==> src/rtl/ifu_fetch_pkg.sv <==
// Shared definitions for the instruction fetch unit: FSM state encoding,
// AXI constants and the default boot address.
package ifu_fetch_pkg;

    typedef enum logic [2:0] {
        S_BOOT = 3'd0,
        S_AR   = 3'd1,
        S_R    = 3'd2,
        S_OUT  = 3'd3,
        S_WAIT = 3'd4
    } ifu_state_t;

    localparam logic [2:0]  AXI_SIZE_WORD    = 3'b010;
    localparam logic [1:0]  RESP_OKAY        = 2'b00;
    localparam logic [31:0] DEFAULT_RESET_PC = 32'h3000_0000;

endpackage

==> src/rtl/ifu_fetch.sv <==
// Instruction fetch unit: single-issue, non-speculative. Fetches one word
// over an AXI4-lite-style read channel, hands it to the IDU, then waits for
// writeback to report the next PC.
// Optional macro YSYX_IFU_PERF_EN adds fetch / stall performance counters.
module ifu_fetch
    import ifu_fetch_pkg::*;
#(
    parameter int unsigned         ADDR_W   = 32,
    parameter logic [ADDR_W-1:0]   RESET_PC = DEFAULT_RESET_PC
) (
    input  logic              clock,
    input  logic              reset,
    input  logic [ADDR_W-1:0] i_pc_next,
    input  logic              i_pc_update,
    output logic [ADDR_W-1:0] o_araddr,
    output logic              o_arvalid,
    input  logic              i_arready,
    output logic [2:0]        o_arsize,
    input  logic [31:0]       i_rdata,
    input  logic [1:0]        i_rresp,
    input  logic              i_rvalid,
    output logic              o_rready,
    output logic              o_post_valid,
    input  logic              i_post_ready,
    output logic [31:0]       o_inst,
    output logic [ADDR_W-1:0] o_pc,
`ifdef YSYX_IFU_PERF_EN
    output logic [31:0]       o_perf_fetch_cnt,
    output logic [31:0]       o_perf_stall_cnt,
`endif
    output logic              o_fetch_err
);

    ifu_state_t        state;
    logic [ADDR_W-1:0] pc;
    logic              pend;
    logic [ADDR_W-1:0] pend_pc;

    assign o_arsize = AXI_SIZE_WORD;

    // Fetch FSM with all bus and IDU outputs registered.
    always_ff @(posedge clock) begin
        if (!reset) begin
            state        <= S_BOOT;
            pc           <= RESET_PC;
            pend         <= 1'b0;
            pend_pc      <= '0;
            o_arvalid    <= 1'b0;
            o_rready     <= 1'b0;
            o_post_valid <= 1'b0;
            o_inst       <= '0;
            o_pc         <= '0;
            o_fetch_err  <= 1'b0;
            o_araddr     <= '0;
        end else begin
            unique case (state)
                S_BOOT: begin
                    o_araddr  <= {pc[ADDR_W-1:2], 2'b00};
                    o_arvalid <= 1'b1;
                    state     <= S_AR;
                end
                S_AR: begin
                    if (i_arready) begin
                        o_arvalid <= 1'b0;
                        o_rready  <= 1'b1;
                        state     <= S_R;
                    end
                end
                S_R: begin
                    if (i_rvalid) begin
                        o_inst       <= i_rdata;
                        o_pc         <= pc;
                        o_fetch_err  <= (i_rresp != RESP_OKAY);
                        o_rready     <= 1'b0;
                        o_post_valid <= 1'b1;
                        state        <= S_OUT;
                    end
                end
                S_OUT: begin
                    if (i_post_ready) begin
                        o_post_valid <= 1'b0;
                        // An update arriving in the handshake cycle is newer
                        // than any buffered one, so it takes priority.
                        if (i_pc_update) begin
                            pc        <= i_pc_next;
                            o_araddr  <= {i_pc_next[ADDR_W-1:2], 2'b00};
                            o_arvalid <= 1'b1;
                            pend      <= 1'b0;
                            state     <= S_AR;
                        end else if (pend) begin
                            pc        <= pend_pc;
                            o_araddr  <= {pend_pc[ADDR_W-1:2], 2'b00};
                            o_arvalid <= 1'b1;
                            pend      <= 1'b0;
                            state     <= S_AR;
                        end else begin
                            state     <= S_WAIT;
                        end
                    end else if (i_pc_update) begin
                        pend    <= 1'b1;
                        pend_pc <= i_pc_next;
                    end
                end
                S_WAIT: begin
                    if (i_pc_update) begin
                        pc        <= i_pc_next;
                        o_araddr  <= {i_pc_next[ADDR_W-1:2], 2'b00};
                        o_arvalid <= 1'b1;
                        state     <= S_AR;
                    end
                end
                default: begin
                    state <= S_BOOT;
                end
            endcase
        end
    end

`ifdef YSYX_IFU_PERF_EN
    generate
        if (1) begin : g_perf
            // Count completed R handshakes and cycles spent waiting on the bus.
            always_ff @(posedge clock) begin
                if (!reset) begin
                    o_perf_fetch_cnt <= '0;
                    o_perf_stall_cnt <= '0;
                end else begin
                    if (state == S_R && i_rvalid)
                        o_perf_fetch_cnt <= o_perf_fetch_cnt + 32'd1;
                    if (state == S_AR || state == S_R)
                        o_perf_stall_cnt <= o_perf_stall_cnt + 32'd1;
                end
            end
        end
    endgenerate
`endif

`ifndef SYNTHESIS
    // Writeback may only redirect once the current instruction is out.
    a_no_early_update: assert property (@(posedge clock) disable iff (!reset)
        !(i_pc_update && (state == S_BOOT || state == S_AR || state == S_R)))
        else $error("ifu_fetch: i_pc_update while a fetch is in flight");
`endif

endmodule

==> config.mk <==
export PLATFORM = sky130hd
export DESIGN_NAME = ifu_fetch
export DESIGN_NICKNAME = d
export VERILOG_FILES = /design/src/rtl/ifu_fetch_pkg.sv /design/src/rtl/ifu_fetch.sv
export SDC_FILE = /design/constraint.sdc
export NUM_CORES = 1
export LEC_CHECK = 0
export CAP_MARGIN = 5
export CORE_MARGIN = 4
export CORE_UTILIZATION = 45
export DETAILED_ROUTE_END_ITERATION = 10
export PLACE_DENSITY_LB_ADDON = 0.3
export SYNTH_ARGS = -nofsm -noshare
export SYNTH_HDL_FRONTEND = slang
export SYNTH_SLANG_ARGS = --single-unit
==> constraint.sdc <==
create_clock -name clock -period 2.7 [get_ports clock]
set_clock_uncertainty 0.05 [all_clocks]
set_input_delay 0.54 -clock clock [delete_from_list [all_inputs] [get_ports clock]]
set_output_delay 0.54 -clock clock [all_outputs]
set_load 0.02 [all_outputs]
==> impl_metrics.csv <==
group,metric,value,unit
final_layout,final_cell_mix,"nand2_1, clkdlybuf4s50_1, dfxtp_1, a21boi_0, o21ai_0",
floorplan,start_util,46.0,%
power,p_int,4.29,mW
clock_tree,cts_tree,"yes",
drt,wl,19.4,mm
drt,antenna_left,0,
hold_path,hp-start,"pend_pc[4]",
setup_path,reg2reg_from,"state[1]",
placement,gp_congestion,0.784,
floorplan,die_w,135,µm
drt,vias,6501,
placement,numPortBuffers,169,
synth,syn_area,7310,µm²
synth,ys.flop_type,"dfxtp_1",
setup_path,cp_slowest_stage_delay,0.63,ns
power,sw_frac_of_total,23.5,%
final_layout,area_growth,32.7,%
placement,pre_cts_slack,0.353,ns
sta,clock.fmax,456,MHz
sta,final.setup.worst_slack,0.505,ns
sta,layout_min_cycle_time,2.20,ns
sta,hold_violations,0,
setup_path,worstRegToRegCells,5,
run_status,status,"finished, final reports clean",
clock_tree,htree_levels,4,
placement,placed_cells,1204,
synth,synthTopCellsByArea,"dfxtp_1, nand2_1, a21boi_0, mux2i_1, a21boi_1",
power,leakage,3.43,nW
global_routing,grt_pass1_vias,6115,
global_routing,overflow,0,
setup_path,cp.required,2.99,ns
sta,fin_crit_sh,81.3,%
drt,viasPerCell,5.28,
power,power.switching,1.32,mW
sta,maxSlewViolCount,0,
final_layout,fillers,1434,
setup_path,cp-start-kind,"flip-flop",
hold_path,min-delay-path-class,"reg2reg",
synth,yosysWarnings,0,
setup_path,crit_chain,"and3b_1 > a32o_2 > buf_4 > o211ai_1 > a21boi_1",
final_layout,nets,1079,
hold_path,min_delay_worst_endpoint,"pend_pc[4]",
floorplan,row_count,46,
setup_path,slowest_stage,"dfxtp_1",
placement,place_hpwl,12.7,mm
floorplan,ios,175,
clock_tree,ctsResizeCount,0,
sta,setup_tns,0,ns
synth,postSynthAreaPerCell,8.38,µm²
synth,synth_top_area_share,45.4,%
hold_path,hold_depth,2,
setup_path,r2r_end,"pc[15]",
global_routing,grt.total_usage,21.1,%
power,vdd_drop_max,0.000436,V
floorplan,dieArea,18400,µm²
final_layout,layout_commonest_cell,"nand2_1",
clock_tree,clock_latency,0.42,ns
final_layout,fin_cells,1231,
clock_tree,numCtsBuffers,17,
setup_path,r2r_slack,0.50,ns
drt,avgRoutedWirePerCell,15.8,µm
power,p_comb_share,12.6,%
sta,setup_viol,0,
power,p_per_area,578,nW/µm²
clock_tree,cts_root_buf,"clkbuf_16",
power,p_clk_share,41.5,%
synth,synth_seq_cells,166,
final_layout,regArea,3320,µm²
clock_tree,clk_pin_slew,0.06,ns
setup_path,crit_path_max_fanout,16,
placement,placed_area,9140,µm²
synth,ys_seq_area_share,45.4,%
clock_tree,clockBufferDepth,2,
clock_tree,cts_setup_buffers,0,
final_layout,fin_area,9700,µm²
drt,detail_route.first_pass.iterations,5,
setup_path,arrival,2.49,ns
power,pwr-share-seq,45.9,%
synth,yosys.cell_types.count,38,
sta,rsz0062_at_grt,"no",
final_layout,multi_input_area,3610,µm²
drt,drt_first_iter_violations,450,
floorplan,coreArea,15900,µm²
synth,synth_edf_count,0,
synth,async_flop_share,0,%
global_routing,grt_pass1_wl,31.2,mm
sta,slew_headroom,58.8,%
global_routing,antenna_found_initial,0,
floorplan,dieHeight,135,µm
global_routing,grt_max_degree,64,
setup_path,cp-end-kind,"flip-flop",
sta,worstMarginPinSlew,0.619,ns
final_layout,antennaDiodeCount,0,
setup_path,critPathKind,"reg2reg",
clock_tree,cts_hold_buf,0,
clock_tree,cts.sinks,166,
drt,drc,0,
final_layout,drive_gt1_share,7.19,%
synth,postSynthCellCount,873,
synth,synth_largest_area_cell,"dfxtp_1",
run,maxCapViolations,0,
[kinds of logic after synthesis]
kind of cell | after synthesis | synth area share (%)
other | 2 | 0.103
DFF | 166 | 45.4
muxes | 30 | 4.11
AOI/OAI and AO/OA | 269 | 26.7
buffers and inverters | 84 | 5.72
and+or+nand+nor | 322 | 17.9
[critical path, delay by kind of cell, from the launching register on]
family	cells	cell delay, ns
AOI/OAI and AO/OA	3	0.73
buffers and inverters	1	0.25
DFF	1	0.63
and+or+nand+nor	1	0.45
[layout make-up]
cell class | instances | share of cell area [%]
repair buffers | 195 | 19.9
well taps | 216 | 2.79
multi-input cells | 626 | 37.3
flip-flops and latches | 166 | 34.3
clock inverters | 4 | 0.748
inverters | 1 | 0.0387
clock buffers | 23 | 5.03
[synth_stat cells (4+ instances only)]
| cell type | instances |
|---|---|
| a21boi_0 | 89 |
| a21oi_1 | 36 |
| a221oi_1 | 20 |
| a221oi_2 | 10 |
| nand2_1 | 257 |
| dfxtp_1 | 166 |
| buf_2 | 36 |
| clkbuf_1 | 33 |
| nand3_1 | 4 |
| nor2b_1 | 5 |
| buf_4 | 11 |
| mux2i_1 | 30 |
| o21ai_0 | 38 |
| o211ai_1 | 30 |
| nor2_1 | 37 |
| a21boi_1 | 35 |
[power groups by stage]
stage	combinational, mW	clock (mW)	sequential [mW]
2_1_floorplan	0.307	0	2.69
3_3_place_gp	0.697	0	2.63
3_5_place_dp	0.704	0	2.62
4_1_cts	0.708	2.38	2.57
5_1_grt	0.761	2.48	2.58
6_report	0.705	2.33	2.57
[how the worst max path moves through the flow]
stage,start,to
after CTS,state[1],pc[15]
after detailed placement,i_post_ready,pend_pc[24]
after floorplan,i_pc_update,o_araddr[11]
final,state[1],pc[15]
after global placement,i_post_ready,pend_pc[26]
after global routing,state[1],pc[9]
[metrics by stage]
stage	hold slack, ns	util, %	total power, mW
after floorplan	0.384	-	2.99
after global placement	0.389	57.5	3.32
after detailed placement	0.395	57.5	3.33
after global routing	0.424	61.1	5.82
after CTS	0.404	61.1	5.66
final	0.403	61.1	5.60
[flip-flops by register name (all words and copies together) (netlist names)]
| name | flops |
|---|---|
| o_araddr | 30 |
| o_arvalid | 1 |
| o_fetch_err | 1 |
| o_inst | 32 |
| o_pc | 32 |
| o_post_valid | 1 |
| o_rready | 1 |
| pc | 32 |
| pend | 1 |
| pend_pc | 32 |
| state | 3 |
[layer usage]
| layer | global-route usage (%) | wire length [µm] |
|---|---|---|
| met1 | 28.8 | 9080 |
| met2 | 33.5 | 9090 |
| met4 | 7.05 | 260 |
| met3 | 4.27 | 994 |
| met5 | 0 | 0 |
Note: power is estimated with default switching activity, not from simulation.
